`config.mk`:
```
export PLATFORM = sky130hd
export DESIGN_NAME = ci_stream_master
export DESIGN_NICKNAME = d
export VERILOG_FILES = /design/src/rtl/ci_stream_master.sv
export SDC_FILE = /design/constraint.sdc
export NUM_CORES = 1
export LEC_CHECK = 0
export CAP_MARGIN = 5
export CORE_ASPECT_RATIO = 0.5
export CORE_MARGIN = 10
export CORE_UTILIZATION = 40
export DETAILED_ROUTE_END_ITERATION = 6
export SLEW_MARGIN = 40
export SYNTH_ARGS = -nofsm -noshare
export SYNTH_HDL_FRONTEND = slang
export SYNTH_SLANG_ARGS = --single-unit
```
`constraint.sdc`:
```
create_clock -name clk -period 2.96 [get_ports clk]
set_input_delay 0.592 -clock clk [delete_from_list [all_inputs] [get_ports clk]]
set_output_delay 0.592 -clock clk [all_outputs]
set_load 0.005 [all_outputs]
```
`src/rtl/ci_stream_master.sv`:
```
// Streams 16-bit samples through a custom-instruction filter.
// Ports: in_* sample stream, out_* result stream, ci_* filter side,
//        busy / timeout_err / clr_err status; clk, reset (async, active-low).
module ci_stream_master #(
    parameter int IN_DEPTH  = 8,
    parameter int OUT_DEPTH = 8,
    parameter int TIMEOUT   = 64
) (
    input  logic        clk,
    input  logic        reset,
    input  logic        in_valid,
    input  logic [15:0] in_data,
    output logic        in_ready,
    output logic        out_valid,
    output logic [15:0] out_data,
    input  logic        out_ready,
    output logic        ci_clk_en,
    output logic        ci_start,
    output logic [31:0] ci_dataa,
    output logic [31:0] ci_datab,
    input  logic [31:0] ci_result,
    input  logic        ci_done,
    output logic        busy,
    output logic        timeout_err,
    input  logic        clr_err
);

    localparam int IAW = $clog2(IN_DEPTH);
    localparam int OAW = $clog2(OUT_DEPTH);
    localparam int TW  = $clog2(TIMEOUT + 1);

    localparam logic [IAW:0]  IONE  = 1;
    localparam logic [OAW:0]  OONE  = 1;
    localparam logic [TW-1:0] TONE  = 1;
    localparam logic [TW-1:0] TLAST = TW'(TIMEOUT - 1);

    typedef enum logic [1:0] {
        IDLE,
        ISSUE,
        WAIT,
        GAP
    } state_t;

    state_t state;
    state_t state_nx;

    logic [15:0] imem [IN_DEPTH];
    logic [15:0] omem [OUT_DEPTH];
    logic [IAW:0] iwr;
    logic [IAW:0] ird;
    logic [OAW:0] owr;
    logic [OAW:0] ord;
    logic [15:0] sample;
    logic [15:0] in_head;
    logic [TW-1:0] wcnt;

    logic in_empty;
    logic in_full;
    logic out_full;
    logic in_push;
    logic in_pop;
    logic out_push;
    logic out_pop;
    logic timeout_hit;

    // Only the low half of the filter result carries data.
    logic unused_result;
    assign unused_result = ^ci_result[31:16];

    // Pointers carry one wrap bit to tell full from empty.
    assign in_empty = (iwr == ird);
    assign in_full  = (iwr[IAW] != ird[IAW]) &&
                      (iwr[IAW-1:0] == ird[IAW-1:0]);
    assign out_full = (owr[OAW] != ord[OAW]) &&
                      (owr[OAW-1:0] == ord[OAW-1:0]);

    assign in_ready  = !in_full;
    assign out_valid = (owr != ord);
    assign in_head   = imem[ird[IAW-1:0]];
    assign out_data  = out_valid ? omem[ord[OAW-1:0]] : 16'h0;

    assign in_push  = in_valid && in_ready;
    assign in_pop   = (state == ISSUE);
    assign out_push = (state == WAIT) && ci_done;
    assign out_pop  = out_valid && out_ready;

    // A done on the final WAIT cycle still counts as success.
    assign timeout_hit = (state == WAIT) && !ci_done &&
                         (wcnt == TLAST);

    assign busy      = (state != IDLE);
    assign ci_start  = (state == ISSUE);
    assign ci_clk_en = (state == ISSUE) || (state == WAIT);
    assign ci_datab  = 32'h0;

    // Operand is live only while the filter is clocked.
    always_comb begin
        ci_dataa = 32'h0;
        unique case (state)
            ISSUE:   ci_dataa = {16'h0, in_head};
            WAIT:    ci_dataa = {16'h0, sample};
            default: ci_dataa = 32'h0;
        endcase
    end

    always_comb begin
        state_nx = state;
        unique case (state)
            IDLE: if (!in_empty && !out_full) state_nx = ISSUE;
            ISSUE: state_nx = WAIT;
            WAIT: if (ci_done || timeout_hit) state_nx = GAP;
            GAP: state_nx = IDLE;
            default: state_nx = IDLE;
        endcase
    end

    always_ff @(posedge clk or negedge reset) begin
        if (!reset) begin
            state <= IDLE;
        end else begin
            state <= state_nx;
        end
    end

    always_ff @(posedge clk or negedge reset) begin
        if (!reset) begin
            iwr <= '0;
            ird <= '0;
            owr <= '0;
            ord <= '0;
        end else begin
            if (in_push)  iwr <= iwr + IONE;
            if (in_pop)   ird <= ird + IONE;
            if (out_push) owr <= owr + OONE;
            if (out_pop)  ord <= ord + OONE;
        end
    end

    always_ff @(posedge clk) begin
        if (in_push)  imem[iwr[IAW-1:0]] <= in_data;
        if (out_push) omem[owr[OAW-1:0]] <= ci_result[15:0];
    end

    always_ff @(posedge clk or negedge reset) begin
        if (!reset) begin
            sample <= 16'h0;
            wcnt   <= '0;
        end else begin
            if (state == ISSUE) begin
                sample <= in_head;
                wcnt   <= '0;
            end else if (state == WAIT) begin
                wcnt <= wcnt + TONE;
            end
        end
    end

    // A fresh timeout beats a concurrent clear.
    always_ff @(posedge clk or negedge reset) begin
        if (!reset) begin
            timeout_err <= 1'b0;
        end else if (timeout_hit) begin
            timeout_err <= 1'b1;
        end else if (clr_err) begin
            timeout_err <= 1'b0;
        end
    end

endmodule

```
======== Word level (Yosys, flattened, before mapping) ========
Memories as Yosys holds them, arrays and structs flattened.
Index checks and enable logic that the tools add are counted.
operators by class
  add/subtract/negate cells ............... 5
  equal/unequal tests ..................... 12
  muxes and demuxes ....................... 13
  reductions and logical operators ........ 19
operators by type and width
  kind                 number
  $pmux 16 s2          1
  $add 4x1->4 const B  4
  $mux 16              1
  $mux 7               2
  $logic_and 1x1->1    8
  $pmux 2 s4           1
  $add 7x1->7 const B  1
  $eq 7x6->1 const B   1
  $eq 3x3->1           2
  $mux 1               6
  $reduce_bool 2->1    3
  $eq 2x2->1 const B   2
  $eq 4x4->1           1
  $logic_not 1->1      4
  $mux 2               2
  $ne 4x4->1           1
  $eq 2x1->1 const B   1
  $logic_not 2->1      1
  $logic_or 1x1->1     2
  $ne 1x1->1           2
  $ne 2x1->1 const B   1
  $ne 2x2->1 const B   1
  $reduce_and 2->1     1
word-level totals
  register bits after elaboration ......... 42
  memory bits (writable) .................. 256
  bits of input ports ..................... 54
  output and inout port bits .............. 86
  logic and storage cells ................. 59
  memories ................................ 2
memory list
  name  words  bits a word  rd ports  clocked after Yosys merged registers in  write ports  RTL line  RTL
  imem  8      16           1         0                                        1            47        logic [15:0] imem [IN_DEPTH];
  omem  8      16           1         0                                        1            48        logic [15:0] omem [OUT_DEPTH];

======== Depth between registers and ports, before layout ========
Gate-level depths: netlist of run 1.
  depth in word-level cells ............... 6
  depth in mapped cells ................... 8
  gate-level depth less buffers ........... 6

======== Worst setup path before layout of run 1 ========
OpenSTA, ideal clock, no wires.
  path kind ............................... reg2reg
  start ................................... register ird[0]
  end ..................................... memory imem[0][0], enable pin
  setup time .............................. 0.409 ns
  arrival ................................. 2.224 ns
  required time ........................... 2.551 ns
  slack ................................... 0.327 ns
  stages on the path, launching flop included .. 6
  buffers on the path ..................... 1
  period minus slack after synthesis ...... 2.633 ns
  path through ............................ dfrtp_1 buf_2 xor2_1 or4_1 nand3_1 nor3_1
on the way
  longest elaborated chain between the ends .. 6
ends and longest elaborated chain
  what                          RTL line  RTL
  start: declaration            50        logic [IAW:0] ird;
  start signal: assignment      133       if (in_pop) ird <= ird + IONE;
  $eq 3x3->1                    73        (iwr[IAW-1:0] == ird[IAW-1:0]);
  $logic_and 1x1->1             72        assign in_full = (iwr[IAW] != ird[IAW]) &&
  $logic_not 1->1               77        assign in_ready = !in_full;
  named net in_ready            13        output logic in_ready,
  $logic_and 1x1->1             82        assign in_push = in_valid && in_ready;
  $mux 1                        140       if (in_push) imem[iwr[IAW-1:0]] <= in_data;
  $mux 1 (not written as such)  140
  end: declaration              47
The timed path passes the listed nets, and every way through them passes these cells.

======== Worst setup path in the final report of run 1 ========
  start ................................... register ord[0]
  end ..................................... output port out_data[0]
on the way
  longest elaborated chain between the ends .. 2
  elaborated cells on any way between the ends .. 3
  those cells by class .................... eq/ne (1); mux (1); memory (1)
ends and longest elaborated chain
  what                                               RTL line  RTL
  start: declaration                                 52        logic [OAW:0] ord;
  start signal: assignment                           135       if (out_pop) ord <= ord + OONE;
  $mem_v2 8x16 / $ne 4x4->1 (equally long branches)  n/a
  $mux 16 (*)                                        80        assign out_data = out_valid ? omem[ord[OAW-1:0]] : 16'h0;
  end: declaration                                   15        output logic [15:0] out_data,
Every way passes the cells marked *; elsewhere a longest branch is shown, timed or not.

==> impl_metrics.csv, run 1 <==
group,metric,value,unit
placement,place_congestion,0.724,
logic_synthesis,synthDistinctLibCells,37,
clock_tree,clock_sinks,298,
placement,dp_hpwl,14.8,mm
global_route,grt_start_max_net_pins,46,
timing,hold_viol_final,0,
worst_hold_path,holdCritPathClass,"input pin to async pin",
pwr,p_comb_share,39.6,%
pwr,power.share.sequential,36.9,%
global_route,grt_pass1_wl,39.0,mm
layout,drive_gt1_share,28.9,%
route,wl_per_cell,20.5,um
logic_synthesis,synth.avg_cell_area,17.9,um^2
setup_path,path_class,"flip-flop to primary output",
pwr,pwr-share-clk,23.5,%
logic_synthesis,ys_dominant_reg_cell,"edfxtp_1",
clock_tree,insertion_delay,0.55,ns
clock_tree,htreeDepth,1,
timing,timing.final.crit_period,2.90,ns
timing,finalMaxSlewViolations,0,
setup_path,cpPeakStageDelay,0.50,ns
placement,io_buffers,75,
layout,layout.cells.most_common,"edfxtp_1",
clock_tree,ctsHoldBuffers,0,
layout,antenna_cells,0,
timing,rsz0062_at_grt,"true",
layout,final_cell_area,0.0150,mm^2
floorplanning,rows,44,
status,status,"finished clean",
layout,seqCellArea,0.00874,mm^2
route,drtPass1Iterations,4,
clock_tree,numCtsBuffers,27,
timing,finalSetupViolCount,0,
setup_path,ff2ff_path_depth,15,
layout,multiInputGateArea,0.00328,mm^2
timing,timing.fmax,344,MHz
setup_path,cp.depth,6,
logic_synthesis,synthArstFlopShare,14.1,%
pwr,power.internal,0.0107,W
setup_path,start_kind,"flip-flop",
floorplanning,die_h,143,um
global_route,grt_pass1_vias,6516,
clock_tree,ctsLongestPathBuffers,3,
layout,finalNonFillerCells,1238,
clock_tree,cts_tree,"built",
run,maxCapViolCount,0,
route,vias,6182,
route,drtIter0Drc,380,
timing,slew_headroom,47.9,%
route,drc,0,
pwr,powerDensity,1030,mW/mm^2
setup_path,critPathCaptureType,"primary output",
logic_synthesis,synth_enable_flop_cells,256,
setup_path,cp_data_arrival_time,2.31,ns
layout,area_growth,23.6,%
setup_path,crit_required,2.37,ns
logic_synthesis,ys_seq_area_share,72.0,%
floorplanning,core,0.0295,mm^2
clock_tree,cts.clk_slew.worst_paths,0.07,ns
route,via_per_inst,4.99,
pwr,ir_drop,402,uV
global_route,grt_overflow,0,
global_route,grt_util_all_layers,13.3,%
floorplanning,die_width,266,um
setup_path,critPathTopFamily,"multiplexers",
pwr,leakagePower,5.34,nW
layout,final_core_util,50.9,%
floorplanning,dieArea,0.0382,mm^2
setup_path,worst-path-max-fanout,8,
floorplanning,start_util,41.2,%
logic_synthesis,synthCells,678,
logic_synthesis,ys_seq_elements,298,
setup_path,cp_num_buf_inv,3,
placement,post_dp_cell_area,0.0134,mm^2
placement,place_inst,1145,
pwr,switching_share,30.7,%
pwr,p_switching,0.00473,W
layout,fillers,2394,
logic_synthesis,syn_area,0.0121,mm^2
floorplanning,num_io_pins,140,
timing,skew,0.0184,ns
setup_path,crit_chain,"buf_4 -> buf_12 -> mux4_2 -> mux2i_1 -> nor2_2 -> dlygate4sd2_1",
timing,setup_tns,0,ns
timing,fin_crit_sh,98.1,%
setup_path,slowest_stage,"mux4_2",
clock_tree,root_buffer,"clkbuf_16",
global_route,antenna_found_initial,0,
layout,final_cell_mix,"256 x edfxtp_1, 64 x mux4_2, 56 x buf_4",
route,ant_nets,0,
layout,nNetsFinal,889,
setup_path,ff2ff_setup_slack,0.35,ns
route,drt-total-wl,25.3,mm
logic_synthesis,ys_warn_count,0,
timing,tightestPinTransition,0.772,ns
synthesized netlist by cell type (2+ instances only):
cell / number / area, um^2
nand2b_1: 4 / 25.0
buf_1: 3 / 11.3
edfxtp_1: 256 / 7690
a32o_1: 2 / 20.0
nor3_1: 8 / 40.0
mux2_2: 5 / 56.3
xor2_1: 9 / 78.8
mux2i_1: 33 / 330
ha_1: 8 / 100
buf_2: 11 / 55.1
dfrtp_1: 42 / 1050
nand3_1: 8 / 40.0
a21oi_1: 20 / 100
o22ai_1: 4 / 25.0
clkbuf_1: 19 / 71.3
nand2_1: 32 / 120
nor2_1: 45 / 169
nand4_1: 3 / 18.8
and3_1: 2 / 12.5
inv_1: 10 / 37.5
mux4_2: 64 / 1440
xnor2_1: 12 / 105
buf_4: 48 / 360
o21ai_0: 17 / 85.1
cell type report:
| class | count | area share (%) |
|---|---|---|
| Clock inverter | 19 | 1.48 |
| Sequential cell | 298 | 58.3 |
| Clock buffer | 30 | 4.64 |
| Timing Repair Buffer | 155 | 10.2 |
| Multi-Input combinational cell | 335 | 21.9 |
| Inverter | 10 | 0.250 |
| Tap cell | 391 | 3.26 |
layer usage:
| layer | GRT usage [%] | part of all wire [%] |
|---|---|---|
| met3 | 2.49 | 4.2 |
| met2 | 23.8 | 53 |
| met4 | 3.35 | 1.9 |
| met5 | 0 | 0 |
| met1 | 16.5 | 41 |
power groups by stage:
stage               logic [W]  clock network (W)  registers, W
floorplan             0.00319                  0       0.00557
global placement      0.00506                  0       0.00571
detailed placement    0.00516                  0       0.00575
CTS                   0.00589            0.00372       0.00567
global route          0.00663            0.00390       0.00575
finish                0.00609            0.00362       0.00568
worst paths after layout:
path / from / end
min reg2reg: owr[3] / owr[3]
min: reset / sample[7]
max reg2reg: ird[0] / sample[5]
min in group clk: owr[3] / owr[3]
max: ord[0] / out_data[0]
max in group asynchronous: reset / owr[0]
metrics by stage:
stage               power, W  setup WS, ns  hold WS (ns)
finish                0.0154        0.0566         0.109
global placement      0.0108         0.223         0.475
CTS                   0.0153        -0.109         0.109
global route          0.0163       -0.0259         0.138
floorplan            0.00876         0.327         0.296
detailed placement    0.0109         0.203         0.476
registers in the layout (all words and copies together) (netlist names):
register and flops:
sample 16, state 2, owr 4, wcnt 7
timeout_err 1, ird 4, imem 128, ord 4
iwr 4, omem 128
timing repair:
item / CTS / global route
pin swaps: 3 / 11
buffers inserted: 24 / 17
resized for setup: 93 / 50
gates cloned: 5 / 0
setup endpoints to repair: 33 / 16
hold endpoints to repair: 0 / 0
kinds of logic after synthesis:
| logic type | count (synthesis) | synth area share [%] |
|---|---|---|
| flip-flops | 298 | 72.0 |
| AO/OA/AOI/OAI | 48 | 2.24 |
| buffers and inverters | 92 | 4.50 |
| other | 1 | 0.0309 |
| adder cells (fa/ha/maj) | 8 | 0.824 |
| AND/OR/NAND/NOR | 108 | 3.88 |
| XOR/XNOR | 21 | 1.51 |
| multiplexers | 102 | 15.1 |
No activity file was read; power rests on OpenSTA's default activity.
==> inputs of run 2 (changes only) <==
--- a/config.mk
+++ b/config.mk
@@ -10,6 +10,7 @@
 export CORE_MARGIN = 10
 export CORE_UTILIZATION = 40
 export DETAILED_ROUTE_END_ITERATION = 6
+export DONT_BUFFER_PORTS = 1
 export SLEW_MARGIN = 40
 export SYNTH_ARGS = -nofsm -noshare
 export SYNTH_HDL_FRONTEND = slang
==> constraint.sdc (replaced) <==
create_clock -name clk -period 2.96 [get_ports clk]
set_input_delay 0.592 -clock clk [delete_from_list [all_inputs] [get_ports clk]]
set_output_delay 0.592 -clock clk [all_outputs]
set_load 0.01 [all_outputs]
==> run 2 against run 1 <==
Compared with the run above:
- via count decreased by 6.0%
- cell count decreased by 6.8%
- maximum frequency increased by 0.90%
- hold slack improved by 0.032 ns
- critical path depth decreased by 1
- core utilization decreased by 3.8 points
- largest cell class unchanged
- sequential power about the same
- cell area decreased by 7.5%
- largest power group is now registers
==> impl_metrics.csv, run 2 (synthesis results as in run 1) <==
group,metric,value,unit
timing,timing.final.crit_period,2.88,ns
global_route,grt_pass1_vias,6131,
layout,final_cell_mix,"256 x edfxtp_1, 64 x mux4_2, 63 x buf_4",
timing,tightestPinTransition,0.792,ns
clock_tree,htreeDepth,1,
global_route,antenna_found_initial,0,
route,drc,0,
timing,hold_slack,0.140,ns
setup_path,path_class,"flip-flop to primary output",
route,drtIter0Drc,369,
layout,layout.cells.most_common,"edfxtp_1",
setup_path,crit_required,2.37,ns
global_route,grt_util_all_layers,12.7,%
setup_path,critPathCaptureType,"primary output",
route,via_per_inst,5.04,
floorplanning,start_util,41.2,%
floorplanning,die_h,143,um
route,vias,5812,
floorplanning,core,0.0295,mm^2
pwr,powerDensity,1020,mW/mm^2
setup_path,crit_chain,"buf_12 -> mux4_2 -> mux2i_2 -> o21ai_0 -> buf_4",
route,wl_per_cell,21.2,um
floorplanning,rows,44,
pwr,leakagePower,4.84,nW
timing,rsz0062_at_grt,"true",
clock_tree,clock_sinks,298,
timing,slew_headroom,47.0,%
global_route,grt_start_max_net_pins,46,
floorplanning,dieArea,0.0382,mm^2
placement,dp_hpwl,15.0,mm
floorplanning,num_io_pins,140,
layout,antenna_cells,0,
setup_path,slowest_stage,"mux4_2",
layout,final_core_util,47.1,%
clock_tree,insertion_delay,0.54,ns
route,drt-total-wl,24.4,mm
clock_tree,cts.clk_slew.worst_paths,0.07,ns
clock_tree,numCtsBuffers,27,
route,drtPass1Iterations,4,
placement,place_inst,1099,
timing,hold_viol_final,0,
setup_path,critPathTopFamily,"multiplexers",
global_route,grt_overflow,0,
layout,finalNonFillerCells,1154,
layout,area_growth,14.3,%
placement,place_congestion,0.708,
status,status,"finished clean",
clock_tree,root_buffer,"clkbuf_16",
setup_path,cp_data_arrival_time,2.29,ns
setup_path,cpPeakStageDelay,0.52,ns
clock_tree,cts_tree,"built",
layout,nNetsFinal,804,
global_route,grt_pass1_wl,37.1,mm
floorplanning,die_width,266,um
placement,io_buffers,0,
setup_path,start_kind,"flip-flop",
run,maxCapViolCount,0,
clock_tree,ctsLongestPathBuffers,3,
timing,timing.fmax,348,MHz
setup_path,worst-path-max-fanout,14,
timing,skew,0.00966,ns
timing,finalMaxSlewViolations,0,
timing,finalSetupViolCount,0,
worst_hold_path,holdCritPathClass,"input pin to flip-flop",
pwr,ir_drop,553,uV
layout,drive_gt1_share,25.6,%
route,ant_nets,0,
setup_path,cp_num_buf_inv,2,
timing,fin_crit_sh,97.2,%
==> run 2: layout make-up <==
type | count | area, um^2
clock inverter | 12 | 179
tap | 391 | 489
sequential | 298 | 8740
multi-input combinational | 335 | 3100
timing repair buffer | 70 | 601
clock buffer | 38 | 737
inverter | 10 | 37.5
fill | 2491 | 15600
==> run 2: path summary, 6_finish.rpt <==
kind / startpoint / end / slack [ns] / cells past startpoint
max: ird[0] / ci_dataa[14] / 0.08 / 5
min: in_data[0] / imem[5][0] / 0.14 / 0
max reg2reg: ird[0] / imem[4][6] / 0.30 / 6
min reg2reg: iwr[3] / iwr[3] / 0.49 / 1
max in group asynchronous: reset / ord[0] / 2.15 / 2
min in group asynchronous: reset / sample[8] / 0.56 / 2
==> run 2: repair_timing <==
| action | in CTS | in global routing |
|---|---|---|
| hold buffers | 2 | 0 |
| endpoints found under the setup margin | 12 | 20 |
| gates cloned | 1 | 0 |
| hold endpoints to repair | 42 | 0 |
| resized for setup | 4 | 13 |
| buffers inserted | 1 | 2 |
==> run 2: power breakdown <==
part	internal [W]	switching (W)
Combinational	0.00230	0.00257
Clock	0.00210	0.00151
Sequential	0.00529	0.000386
==> run 2: per-stage QoR <==
step / worst slack [ns] / setup TNS (ns) / power, W / instance area, um^2
floorplan: 0.284 / 0 / 0.00894 / 12300
global placement: 0.468 / 0 / 0.0105 / 12900
detailed placement: 0.449 / 0 / 0.0106 / 12900
CTS: -0.0318 / -0.0883 / 0.0143 / 13900
global route: -0.0158 / -0.0245 / 0.0149 / 13900
finish: 0.0825 / 0 / 0.0142 / 13900
==> run 2: layer usage <==
metal | up-vias | track usage [%] | share of wire, %
met1 | 3013 | 15.3 | 41
li1 | 2658 | - | -
met5 | - | 0 | 0
met3 | 31 | 2.91 | 5.1
met4 | 0 | 3.05 | 1.9
met2 | 110 | 22.8 | 52
==> inputs of run 3 (changes only) <==
--- a/config.mk
+++ b/config.mk
@@ -8,9 +8,10 @@
 export CAP_MARGIN = 5
 export CORE_ASPECT_RATIO = 0.5
 export CORE_MARGIN = 10
-export CORE_UTILIZATION = 40
+export CORE_UTILIZATION = 50
 export DETAILED_ROUTE_END_ITERATION = 6
 export DONT_BUFFER_PORTS = 1
+export REMOVE_ABC_BUFFERS = 1
 export SLEW_MARGIN = 40
 export SYNTH_ARGS = -nofsm -noshare
 export SYNTH_HDL_FRONTEND = slang
==> run 3 against run 2 <==
Compared with the run above:
- clock-buffer cell count is the same
- core utilization up 10 points
- total power shrank 1.5%
- sequential power barely moved
- clock skew grew 0.0012 ns
- critical endpoint is now ci_dataa[8]
- cell area fell by 0.98%
- largest power group unchanged
- critical path depth stayed put
- combinational power is 2% lower
- worst setup slack improved by 0.035 ns
- hold slack improved by 0.0052 ns
==> impl_metrics.csv, run 3 (synthesis results as in run 1) <==
group,metric,value,unit
status,status,"finished clean",
timing,timing.final.crit_period,2.84,ns
setup_path,crit_required,2.37,ns
clock_tree,root_buffer,"clkbuf_16",
global_route,grt_util_all_layers,15.2,%
timing,timing.fmax,352,MHz
layout,antenna_cells,0,
worst_hold_path,holdCritPathClass,"input pin to flip-flop",
placement,dp_hpwl,14.2,mm
run,maxCapViolCount,0,
timing,finalMaxSlewViolations,0,
floorplanning,dieArea,0.0313,mm^2
clock_tree,ctsLongestPathBuffers,3,
route,ant_nets,0,
clock_tree,clock_sinks,298,
worst_hold_path,hp-start,"in_data[3]",
timing,rsz0062_at_grt,"false",
global_route,grt_overflow,0,
pwr,pwr-share-clk,25.2,%
route,drtPass1Iterations,4,
route,drtIter0Drc,448,
placement,io_buffers,0,
floorplanning,num_io_pins,140,
route,drc,0,
timing,tightestPinTransition,0.692,ns
clock_tree,htreeDepth,1,
pwr,switching_share,31.3,%
setup_path,r2r-end,"imem[6][11]",
pwr,power.share.sequential,40.6,%
clock_tree,numCtsBuffers,26,
layout,nNetsFinal,802,
floorplanning,die_h,130,um
pwr,powerDensity,1010,mW/mm^2
layout,drive_gt1_share,25.1,%
setup_path,ff2ff_setup_slack,0.67,ns
setup_path,ff2ff_path_depth,6,
global_route,grt_pass1_vias,6070,
setup_path,start_kind,"flip-flop",
route,wl_per_cell,22.2,um
worst_hold_path,holdPathStages,0,
global_route,grt_pass1_wl,35.8,mm
timing,finalSetupViolCount,0,
floorplanning,rows,40,
layout,final_cell_area,0.0137,mm^2
floorplanning,core,0.0239,mm^2
route,via_per_inst,5.45,
clock_tree,insertion_delay,0.53,ns
setup_path,path_class,"flip-flop to primary output",
setup_path,worst-path-max-fanout,13,
layout,area_growth,13.2,%
timing,fin_crit_sh,96.0,%
placement,post_dp_cell_area,0.0128,mm^2
clock_tree,cts.clk_slew.worst_paths,0.07,ns
setup_path,worstReg2RegStart,"ird[0]",
layout,final_cell_mix,"256 x edfxtp_1, 64 x mux4_2, 62 x buf_4",
timing,hold_viol_final,0,
placement,place_congestion,0.722,
pwr,leakagePower,4.84,nW
floorplanning,start_util,50.8,%
clock_tree,cts_tree,"built",
route,vias,5857,
layout,fillers,1845,
pwr,finalPower,0.0139,W
timing,slew_headroom,53.3,%
layout,layout.cells.most_common,"edfxtp_1",
global_route,antenna_found_initial,0,
floorplanning,die_width,240,um
pwr,power.internal,0.00958,W
pwr,p_comb_share,34.3,%
worst_hold_path,min_to,"imem[1][3]",
pwr,p_switching,0.00436,W
setup_path,critPathCaptureType,"primary output",
global_route,grt_start_max_net_pins,46,
route,drt-total-wl,23.9,mm
pwr,ir_drop,407,uV
setup_path,cp_data_arrival_time,2.25,ns
timing,skew,0.0109,ns
run 3: changes by cell type in the layout (fill, tap and decap cells not counted), sizes merged:
cell    change
clkbuf      +1
clkinv      -1
bufinv      -1
buf         -2
run 3: critical path, stage by stage, from the launching register on:
cell	delay, ns
dfrtp_2	0.44
buf_12	0.19
mux4_2	0.52
mux2i_1	0.18
o21ai_0	0.17
buf_4	0.19
run 3: timing repair:
action                     CTS  global route
gates cloned                 0             1
setup endpoints to repair    4             8
buffers inserted             0             0
hold buffers                 2             0
resized for setup            2             1
hold endpoints to repair    42             0
run 3: how the worst max path moves through the flow:
stage,from,end,slack (ns),cells after the start
after floorplan,ird[0],imem[0][0],-0.73,4
after global placement,state[0],ci_dataa[7],0.52,5
after detailed placement,state[0],ci_dataa[8],0.49,5
after CTS,state[0],ci_dataa[7],0.03,7
after global routing,ird[0],ci_dataa[9],0.02,5
final,ird[0],ci_dataa[8],0.12,5
run 3: power groups by stage:
stage               registers, W  logic, W  clock network [W]
floorplan                0.00602   0.00275                  0
global placement         0.00570   0.00474                  0
detailed placement       0.00573   0.00481                  0
CTS                      0.00565   0.00485            0.00359
global route             0.00572   0.00525            0.00377
finish                   0.00566   0.00478            0.00351
run 3: cell type report:
cell class | instances | area (um^2) | area share (%)
repair buffers | 69 | 608 | 4.42
clock inverters | 10 | 130 | 0.946
well taps | 315 | 394 | 2.87
clock buffers | 38 | 757 | 5.51
flip-flops and latches | 298 | 8740 | 63.6
inverters | 10 | 37.5 | 0.273
multi-input cells | 335 | 3080 | 22.4
run 3: routing by layer:
layer,share of wire [%],track usage (%),vias up
li1,-,-,2653
met4,1.1,2.81,0
met1,43,19.5,3068
met3,4.7,3.24,27
met5,0,0,-
met2,51,26.7,109
run 3: through the flow:
| step | setup TNS (ns) | hold WS, ns | setup slack (ns) | utilization (%) | std cells |
|---|---|---|---|---|---|
| detailed placement | 0 | 0.300 | 0.486 | 53.5 | 1024 |
| finish | 0 | 0.146 | 0.118 | 57.5 | 1075 |
| global placement | 0 | 0.300 | 0.523 | 53.5 | 1024 |
| CTS | 0 | 0.124 | 0.0275 | 57.4 | 1074 |
| global route | 0 | 0.118 | 0.0227 | 57.5 | 1075 |
| floorplan | -57.93 | 0.296 | -0.729 | - | 643 |
